===== src/rtl/axil_reg_pkg.sv =====
// Shared constants and FSM state types for the AXI4-Lite register slave.
//   RESP_*  : AXI response codes
//   OFF_*   : word offsets (addr[3:2]) inside the 16-byte window
//   wr_state_t / rd_state_t : write and read channel FSM states
//   strb_mask : expands a 4-bit byte strobe to a 32-bit bit mask
package axil_reg_pkg;

  localparam logic [2:0] RESP_OKAY   = 3'd0;
  localparam logic [2:0] RESP_SLVERR = 3'd2;

  localparam logic [1:0] OFF_CTRL   = 2'd0;
  localparam logic [1:0] OFF_DATA   = 2'd1;
  localparam logic [1:0] OFF_STATUS = 2'd2;
  localparam logic [1:0] OFF_ACC    = 2'd3;

  typedef enum logic {W_IDLE, W_RESP} wr_state_t;
  typedef enum logic {R_IDLE, R_DATA} rd_state_t;

  function automatic logic [31:0] strb_mask(input logic [3:0] strb);
    logic [31:0] m;
    for (int b = 0; b < 4; b++) m[b*8 +: 8] = {8{strb[b]}};
    return m;
  endfunction

endpackage


===== src/rtl/axil_reg_core.sv =====
// Register file behind the AXI-Lite slave: CTRL, DATA, STATUS counters, ACC.
//   wr_en/wr_off/wr_data/wr_strb/wr_ok : write commit (one cycle pulse);
//                                        state changes only when wr_ok
//   rd_en/rd_off/rd_ok                 : read handshake, bumps rd_cnt when rd_ok
//   rd_data                            : combinational read mux of current state
module axil_reg_core
  import axil_reg_pkg::*;
(
  input  logic        clk,
  input  logic        rst_n,
  input  logic        wr_en,
  input  logic [1:0]  wr_off,
  input  logic [31:0] wr_data,
  input  logic [3:0]  wr_strb,
  input  logic        wr_ok,
  input  logic        rd_en,
  input  logic [1:0]  rd_off,
  input  logic        rd_ok,
  output logic [31:0] rd_data
);

  logic [31:0] ctrl_q, ctrl_d;
  logic [31:0] data_q, data_d;
  logic [31:0] acc_q, acc_d;
  logic [15:0] wr_cnt_q, wr_cnt_d;
  logic [15:0] rd_cnt_q, rd_cnt_d;
  logic [31:0] mask;

  always_comb begin
    ctrl_d   = ctrl_q;
    data_d   = data_q;
    acc_d    = acc_q;
    wr_cnt_d = wr_cnt_q;
    rd_cnt_d = rd_cnt_q;
    mask     = strb_mask(wr_strb);
    if (wr_en && wr_ok) begin
      wr_cnt_d = wr_cnt_q + 16'd1;
      case (wr_off)
        OFF_CTRL: begin
          // ACC_CLR is a pulse: never stored, always reads back 0
          ctrl_d = ((ctrl_q & ~mask) | (wr_data & mask)) & ~32'h2;
          if (wr_data[1] && wr_strb[0]) acc_d = '0;
        end
        OFF_DATA: begin
          data_d = (data_q & ~mask) | (wr_data & mask);
          if (ctrl_q[0]) acc_d = acc_q + data_d;
        end
        default: ;
      endcase
    end
    if (rd_en && rd_ok) rd_cnt_d = rd_cnt_q + 16'd1;
  end

  always_ff @(posedge clk or negedge rst_n) begin
    if (!rst_n) begin
      ctrl_q   <= '0;
      data_q   <= '0;
      acc_q    <= '0;
      wr_cnt_q <= '0;
      rd_cnt_q <= '0;
    end else begin
      ctrl_q   <= ctrl_d;
      data_q   <= data_d;
      acc_q    <= acc_d;
      wr_cnt_q <= wr_cnt_d;
      rd_cnt_q <= rd_cnt_d;
    end
  end

  // Reads see pre-update state, so STATUS returns its pre-increment value and
  // a read racing a write commit returns the old contents.
  always_comb begin
    case (rd_off)
      OFF_CTRL:   rd_data = ctrl_q;
      OFF_DATA:   rd_data = data_q;
      OFF_STATUS: rd_data = {wr_cnt_q, rd_cnt_q};
      default:    rd_data = acc_q;
    endcase
  end

endmodule


===== src/rtl/axil_reg_slave.sv =====
// AXI4-Lite slave exposing a 4-word register window at BASE_ADDR.
//   s_axi_aclk/s_axi_aresetn : clock, async active-low reset
//   AW/W/B                   : write channel, one outstanding write
//   AR/R                     : read channel, one outstanding read
// Write and read channels run independent FSMs; registers live in axil_reg_core.
module axil_reg_slave
  import axil_reg_pkg::*;
#(
  parameter int                    DATA_WIDTH = 32,
  parameter int                    ADDR_WIDTH = 8,
  parameter int                    RESP_WIDTH = 3,
  parameter logic [ADDR_WIDTH-1:0] BASE_ADDR  = 8'h00
) (
  input  logic                    s_axi_aclk,
  input  logic                    s_axi_aresetn,
  input  logic [ADDR_WIDTH-1:0]   s_axi_awaddr,
  input  logic                    s_axi_awvalid,
  output logic                    s_axi_awready,
  input  logic [DATA_WIDTH-1:0]   s_axi_wdata,
  input  logic [DATA_WIDTH/8:0]   s_axi_wstrb,
  input  logic                    s_axi_wvalid,
  output logic                    s_axi_wready,
  output logic [RESP_WIDTH-1:0]   s_axi_bresp,
  output logic                    s_axi_bvalid,
  input  logic                    s_axi_bready,
  input  logic [ADDR_WIDTH-1:0]   s_axi_araddr,
  input  logic                    s_axi_arvalid,
  output logic                    s_axi_arready,
  output logic [DATA_WIDTH-1:0]   s_axi_rdata,
  output logic [RESP_WIDTH-1:0]   s_axi_rresp,
  output logic                    s_axi_rvalid,
  input  logic                    s_axi_rready
);

  wr_state_t wr_state_q;
  rd_state_t rd_state_q;

  logic                  awready_q, wready_q, bvalid_q;
  logic [RESP_WIDTH-1:0] bresp_q;
  logic                  aw_got_q, w_got_q;
  logic [ADDR_WIDTH-1:0] awaddr_q;
  logic [31:0]           wdata_q;
  logic [3:0]            wstrb_q;

  logic                  arready_q, rvalid_q;
  logic [DATA_WIDTH-1:0] rdata_q;
  logic [RESP_WIDTH-1:0] rresp_q;

  logic                  aw_hs, w_hs, ar_hs, wr_commit;
  logic [ADDR_WIDTH-1:0] wr_addr;
  logic [31:0]           wr_data;
  logic [3:0]            wr_strb;
  logic                  wr_hit, wr_ok, rd_hit;
  logic [31:0]           core_rdata;
  logic                  unused;

  assign aw_hs = awready_q && s_axi_awvalid;
  assign w_hs  = wready_q  && s_axi_wvalid;
  assign ar_hs = arready_q && s_axi_arvalid;

  // The beat arriving this cycle bypasses its holding register so the commit
  // happens on the same edge as the second handshake.
  always_comb begin
    wr_addr   = aw_got_q ? awaddr_q : s_axi_awaddr;
    wr_data   = w_got_q  ? wdata_q  : s_axi_wdata[31:0];
    wr_strb   = w_got_q  ? wstrb_q  : s_axi_wstrb[3:0];
    wr_commit = (wr_state_q == W_IDLE) && (aw_got_q || aw_hs) && (w_got_q || w_hs);
    wr_hit    = wr_addr[ADDR_WIDTH-1:4] == BASE_ADDR[ADDR_WIDTH-1:4];
    wr_ok     = wr_hit && !wr_addr[3];
    rd_hit    = s_axi_araddr[ADDR_WIDTH-1:4] == BASE_ADDR[ADDR_WIDTH-1:4];
  end

  assign unused = ^{s_axi_wstrb[DATA_WIDTH/8], wr_addr[1:0], s_axi_araddr[1:0]};

  axil_reg_core u_core (
    .clk     (s_axi_aclk),
    .rst_n   (s_axi_aresetn),
    .wr_en   (wr_commit),
    .wr_off  (wr_addr[3:2]),
    .wr_data (wr_data),
    .wr_strb (wr_strb),
    .wr_ok   (wr_ok),
    .rd_en   (ar_hs),
    .rd_off  (s_axi_araddr[3:2]),
    .rd_ok   (rd_hit),
    .rd_data (core_rdata)
  );

  // Write FSM. Readies reset low and rise on the first edge after release.
  always_ff @(posedge s_axi_aclk or negedge s_axi_aresetn) begin
    if (!s_axi_aresetn) begin
      wr_state_q <= W_IDLE;
      awready_q  <= 1'b0;
      wready_q   <= 1'b0;
      aw_got_q   <= 1'b0;
      w_got_q    <= 1'b0;
      awaddr_q   <= '0;
      wdata_q    <= '0;
      wstrb_q    <= '0;
      bvalid_q   <= 1'b0;
      bresp_q    <= '0;
    end else begin
      case (wr_state_q)
        W_IDLE: begin
          if (wr_commit) begin
            wr_state_q <= W_RESP;
            bvalid_q   <= 1'b1;
            bresp_q    <= wr_ok ? RESP_WIDTH'(RESP_OKAY) : RESP_WIDTH'(RESP_SLVERR);
            awready_q  <= 1'b0;
            wready_q   <= 1'b0;
            aw_got_q   <= 1'b0;
            w_got_q    <= 1'b0;
          end else begin
            if (aw_hs) begin
              aw_got_q  <= 1'b1;
              awaddr_q  <= s_axi_awaddr;
              awready_q <= 1'b0;
            end else if (!aw_got_q) begin
              awready_q <= 1'b1;
            end
            if (w_hs) begin
              w_got_q  <= 1'b1;
              wdata_q  <= s_axi_wdata[31:0];
              wstrb_q  <= s_axi_wstrb[3:0];
              wready_q <= 1'b0;
            end else if (!w_got_q) begin
              wready_q <= 1'b1;
            end
          end
        end
        W_RESP: begin
          if (s_axi_bready) begin
            wr_state_q <= W_IDLE;
            bvalid_q   <= 1'b0;
            awready_q  <= 1'b1;
            wready_q   <= 1'b1;
          end
        end
        default: wr_state_q <= W_IDLE;
      endcase
    end
  end

  // Read FSM.
  always_ff @(posedge s_axi_aclk or negedge s_axi_aresetn) begin
    if (!s_axi_aresetn) begin
      rd_state_q <= R_IDLE;
      arready_q  <= 1'b0;
      rvalid_q   <= 1'b0;
      rdata_q    <= '0;
      rresp_q    <= '0;
    end else begin
      case (rd_state_q)
        R_IDLE: begin
          if (ar_hs) begin
            rd_state_q <= R_DATA;
            arready_q  <= 1'b0;
            rvalid_q   <= 1'b1;
            rdata_q    <= rd_hit ? DATA_WIDTH'(core_rdata) : '0;
            rresp_q    <= rd_hit ? RESP_WIDTH'(RESP_OKAY) : RESP_WIDTH'(RESP_SLVERR);
          end else begin
            arready_q <= 1'b1;
          end
        end
        R_DATA: begin
          if (s_axi_rready) begin
            rd_state_q <= R_IDLE;
            rvalid_q   <= 1'b0;
            arready_q  <= 1'b1;
          end
        end
        default: rd_state_q <= R_IDLE;
      endcase
    end
  end

  assign s_axi_awready = awready_q;
  assign s_axi_wready  = wready_q;
  assign s_axi_bvalid  = bvalid_q;
  assign s_axi_bresp   = bresp_q;
  assign s_axi_arready = arready_q;
  assign s_axi_rvalid  = rvalid_q;
  assign s_axi_rdata   = rdata_q;
  assign s_axi_rresp   = rresp_q;

endmodule


===== config.mk =====
export PLATFORM = sky130hd
export DESIGN_NAME = axil_reg_slave
export DESIGN_NICKNAME = d
export VERILOG_FILES = /design/src/rtl/axil_reg_pkg.sv /design/src/rtl/axil_reg_core.sv /design/src/rtl/axil_reg_slave.sv
export SDC_FILE = /design/constraint.sdc
export NUM_CORES = 1
export LEC_CHECK = 0
export ABC_AREA = 1
export CAP_MARGIN = 20
export CORE_MARGIN = 2
export CORE_UTILIZATION = 59
export DETAILED_ROUTE_END_ITERATION = 6
export PLACE_DENSITY = 0.81
export SLEW_MARGIN = 5
export SYNTH_ARGS = -nofsm -noshare
export SYNTH_HDL_FRONTEND = slang
export SYNTH_HIERARCHICAL = 1
export SYNTH_SLANG_ARGS = --single-unit

===== constraint.sdc =====
create_clock -name s_axi_aclk -period 4.3 [get_ports s_axi_aclk]
set_clock_uncertainty 0.15 [all_clocks]
set_input_delay 0.86 -clock s_axi_aclk [delete_from_list [all_inputs] [get_ports s_axi_aclk]]
set_output_delay 0.86 -clock s_axi_aclk [all_outputs]
set_load 0.02 [all_outputs]

Word-level counts from Yosys, hierarchy flattened
Cells that the tools add are included.

word-level totals
  register bits after elaboration = 218
  input port bits = 60
  output and inout bits = 43
  word-level logic and storage cells = 113

operators by class
  add/subtract/negate cells = 3
  equality and inequality tests = 11
  multiplexer cells = 38
  bitwise operators = 9
  reductions and logical operators = 32

operators by type and width
  operator                 count
  $mux W32                 4
  $and A32 B32 Y32         3
  $pmux W32 S3             1
  $or A32 B32 Y32          2
  $pmux W32 S2             1
  $add A16 B1 Y16 const B  2
  $add A32 B32 Y32         1
  $not A32 Y32             1
  $mux W1                  21
  $reduce_and A2 Y1        10
  $pmux W1 S2              7
  $logic_and A1 B1 Y1      9
  $logic_not A4 Y1         2
  $mux W8                  1
  $ne A2 B1 Y1 const B     4
  $ne A4 B3 Y1 const B     2
  $reduce_and A3 Y1        2
  $reduce_bool A2 Y1       3
  $eq A2 B1 Y1 const B     2
  $logic_not A2 Y1         2
  $mux W2                  2
  $mux W4                  1
  $ne A2 B2 Y1 const B     2
  $reduce_and A4 Y1        1
  4 further kinds          7

Depth between registers and ports, before layout
  word-level depth = 7
  depth in mapped cells = 21
  gate-level depth less buffers = 17

By module
The synthesis kept the hierarchy.

by module, submodules not included
  module          times used  cells each  area an instance (um^2)  seq. area each (um^2)
  axil_reg_core   1           1191        8478.1                   3178.0
  axil_reg_slave  1           415         4000.1                   2127.0

Worst setup path before layout
No wires, ideal clock.

  path type = input -> register
  start point = input port s_axi_wstrb[0]
  end point = register u_core.acc_q[24]
  setup time = 118 ps
  arrival time = 2943 ps
  data required time = 4032 ps
  slack = 1089 ps
  stages = 19
  path buffers = 2
  path through = inv_1 -> o21ai_0 -> buf_2 -> clkbuf_1 -> nand2_1 -> o21ai_0 -> ha_1 -> inv_1 -> fa_1 -> inv_1 -> nand3_1 -> nand3_1 -> nand2_1 -> nand2_1 -> nand2_1 -> nand3_1 -> nand2_1 -> nand3_1 -> nand2_1

between the ends
  longest elaborated chain between the ends = 7
  elaborated cells on any way between the ends = 11
  those cells by class = 1 x add/sub; 1 x eq/ne; 3 x mux; 4 x bitwise; 2 x reduce/logical

RTL lines
  item                    RTL line              text
  start: declaration      axil_reg_slave.sv:20  input logic [DATA_WIDTH/8:0] s_axi_wstrb,
  $mux W4 (*)             axil_reg_slave.sv:66  wr_strb = w_got_q ? wstrb_q : s_axi_wstrb[3:0];
  named net wr_strb[0]    axil_reg_slave.sv:52  logic [3:0] wr_strb;
  $not A32 Y32            axil_reg_core.sv:45   data_d = (data_q & ~mask) | (wr_data & mask);
  $and A32 B32 Y32        axil_reg_core.sv:45
  $or A32 B32 Y32         axil_reg_core.sv:45
  $add A32 B32 Y32        axil_reg_core.sv:46   if (ctrl_q[0]) acc_d = acc_q + data_d;
  $mux W32                axil_reg_core.sv:46
  $pmux W32 S2            axil_reg_core.sv:38   case (wr_off)
  end signal: assignment  axil_reg_core.sv:58   acc_q <= '0;
  end signal: assignment  axil_reg_core.sv:64   acc_q <= acc_d;
  end: declaration        axil_reg_core.sv:24   logic [31:0] acc_q, acc_d;

The timed path passes the listed nets; every way through them passes the cells marked *. The select of a mux whose other input is x is not followed.
A chain may end at the register's enable or synchronous reset.

Final worst setup path
  start point = register w_got_q
  end point = register u_core.acc_q[31]

between the ends
  longest elaborated chain between the ends = 7
  elaborated cells on any way between the ends = 15
  those cells by class = 1 x add/sub; 1 x eq/ne; 4 x mux; 4 x bitwise; 5 x reduce/logical

RTL lines
  item                      RTL line               text
  start: declaration        axil_reg_slave.sv:40   logic aw_got_q, w_got_q;
  start signal: assignment  axil_reg_slave.sv:96   w_got_q <= 1'b0;
  start signal: assignment  axil_reg_slave.sv:112  w_got_q <= 1'b0;
  start signal: assignment  axil_reg_slave.sv:122  w_got_q <= 1'b1;
  $mux W4 (*)               axil_reg_slave.sv:66
  named net wr_strb[3]      axil_reg_slave.sv:52
  $not A32 Y32              axil_reg_core.sv:45
  $and A32 B32 Y32          axil_reg_core.sv:45
  $or A32 B32 Y32 (*)       axil_reg_core.sv:45
  $add A32 B32 Y32 (*)      axil_reg_core.sv:46
  $mux W32 (*)              axil_reg_core.sv:46
  $pmux W32 S2 (*)          axil_reg_core.sv:38

Marked as above.

==> metrics.csv <==
metric,value,unit
status,"complete, no violations",
endpoint class of the critical path,flip-flop,
Core Area,20890,um2
Fmax,0.2768,GHz
#FFs+latches synth,212,
nets,1782,
n_diodes,0,
Layout Utilization,68.87,%
gpl congestion,0.9945,
wire per inst,16.20,um
CP max FO,38,
pwr/cell area,745.7,nW/um2
chip width,149.4,um
initial antenna violation count,2,
H-tree depth,1,
Final Non-Filler Cells,1980,
Mapped Area,12480,um2
Slew HR,40.89,%
first-iteration detailed-routing DRC count,876,
Hold WS,225.6,ps
critical path class,reg -> reg,
total power,10730,uW
RSZ-0062 raised after global routing,no,
"EDFF count, synth",0,
fillcell total,1691,
Port Buffers,93,
IO Count,103,
post-cts resize count,0,
Tcrit/Tclk final,84.03,%
CTS Hold Buffers Added,0,
syn_area_per_cell,7.770,um2
FF+latch area,5306,um2
asr flop ratio synth,100.0,%
layout cells sized above 1,10.09,%
max-slew violations,0,
sequential cell area fraction in the yosys report,42.51,%
Die Span Y,149.4,um
Mapped Cells,1606,
Final Hold Viols,0,
Synth-to-Final Area Change,15.29,%
post-CTS setup buffer count,0,
Peak VDD IR,0.4027,mV
top post-synthesis cells by area,"dfrtp_1, nand2_1, inv_1, o21ai_0, ha_1",
commonest register cell after synthesis,dfrtp_1,
Hold Crit Class,in -> async,
most frequent cell after synthesis,nand2_1,
row count,53,
CTS max path bufs,3,
Post-route DRC,0,
full die area,22330,um2
Initial Utilization,59.74,%
max_cap viols,0,
total CTS buffers,24,
Routed Antenna Nets,0,
crit path DAT,3880,ps
root buffer cell,clkbuf_16,
YS warnings,6,
vias in the first global route,10390,
first-pass GRT wire length,52290,um
Sum Neg Setup Slack,0,ps
"Clk pin slew, worst setup/hold paths",60,ps
clock sinks,212,
multi-input logic area,5867,um2
share of the synthesized area in the top cell type,42.51,%
grt total ovfl,0,
Total Wirelength,32080,um
WP data required,4560,ps
DR vias,10900,
largest net degree at the start of global routing,88,
vias per cell,5.503,
crit path time final,3613,ps
Yosys top cell by area,dfrtp_1,
final setup vio count,0,
post-detail-place hpwl,23120,um
startpoint types,flip-flop,
Inst Count DP,1937,
Total GRT Usage,29.51,%
clk_lat worst skew,530,ps
P_leak,0.007583,uW
DRT Pass-1 Iters,5,
synth cell count leaders,"nand2_1, inv_1, dfrtp_1, o21ai_0, nor2_1",
TritonCTS clock tree,built,
Yosys cell types,54,
Worst-Margin Slew,885.6,ps
cell families after synthesis:
logic type      Yosys count  share of synthesized area [%]
simple gates            680                          23.12
buf+inv                 313                          10.64
compound gates          304                          15.19
flops                   212                          42.51
fa+ha+maj                34                          3.469
xor+xnor                 31                          2.236
mux                      31                          2.798
other cells               1                        0.03005
worst max-delay path, stage by stage (launching register included):
cell	delay [ps]
dfrtp_2	740
buf_4	380
o21ai_0	140
buf_4	210
o21ai_0	560
ha_1	410
nand2_1	130
inv_1	50
nand2_1	50
nand2_1	60
nand2_1	60
nand2_1	40
a21oi_1	220
nand3_1	110
nand3_1	90
nand2_1	80
worst paths after layout:
| path | startpoint | end | slack, ps | depth (start not counted) |
|---|---|---|---|---|
| worst max-delay path | w_got_q$_DFFE_PN0P_ | u_core/acc_q[31]$_DFFE_PN0P_ | 690 | 15 |
| worst min-delay path | s_axi_aresetn | wdata_q[6]$_DFFE_PN0P_ | 230 | 1 |
| worst max register to register | w_got_q$_DFFE_PN0P_ | u_core/acc_q[31]$_DFFE_PN0P_ | 690 | 15 |
| worst min register to register | rd_state_q$_DFF_PN0_ | s_axi_rvalid$_DFFE_PN0P_ | 290 | 1 |
| max in group asynchronous | s_axi_aresetn | u_core/wr_cnt_q[4]$_DFFE_PN0P_ | 2940 | 2 |
| min in group s_axi_aclk | rd_state_q$_DFF_PN0_ | s_axi_rvalid$_DFFE_PN0P_ | 290 | 1 |
final cells by class:
class                      count  area share (%)
timing repair buffer         109           7.506
clock buffer                  34           4.783
multi-input combinational   1084           40.78
tap                          275           2.392
clock inverter                 9          0.9480
sequential                   212           36.88
inverter                     257           6.706
metal layers:
metal	track usage (%)	share of wire, %	vias to the layer above	wire, um
li1	-	-	5304	-
met1	41.93	44	5162	14240
met2	46.35	45	382	14520
met3	6.037	7.8	48	2502
met4	8.000	2.5	0	815
met5	0	0	-	0
report_power, final:
| part | switching, uW | leakage [uW] | total (uW) | internal [uW] |
|---|---|---|---|---|
| clock | 853 | 0.000396 | 2100 | 1250 |
| combinational | 3730 | 0.00459 | 5610 | 1880 |
| sequential | 405 | 0.00260 | 3010 | 2610 |
through the flow:
stage / cell area, um2 / worst slack [ps]
4_1_cts: 14390 / 739.6
5_1_grt: 14390 / 385.5
3_3_place_gp: 13560 / 364.0
2_1_floorplan: 12490 / 1089
3_5_place_dp: 13560 / 255.9
6_report: 14390 / 686.9
layout by cell type, fill, tap and decap left out, types with 9 or more instances in the layout:
cell type / instances
mux2_2: 31
nor2_1: 68
nand2_1: 496
a21oi_1: 41
ha_1: 33
nand2_2: 9
buf_4: 14
xor2_1: 24
clkbuf_16: 24
a221oi_1: 12
dfrtp_1: 211
o22ai_1: 14
inv_1: 247
o21ai_1: 14
clkdlybuf4s50_1: 92
inv_2: 9
a22o_1: 32
o21ai_0: 138
nor3_1: 9
nand3_1: 55
o2111ai_1: 9
o21ai_2: 36
No activity file was read; power rests on OpenSTA's default activity.
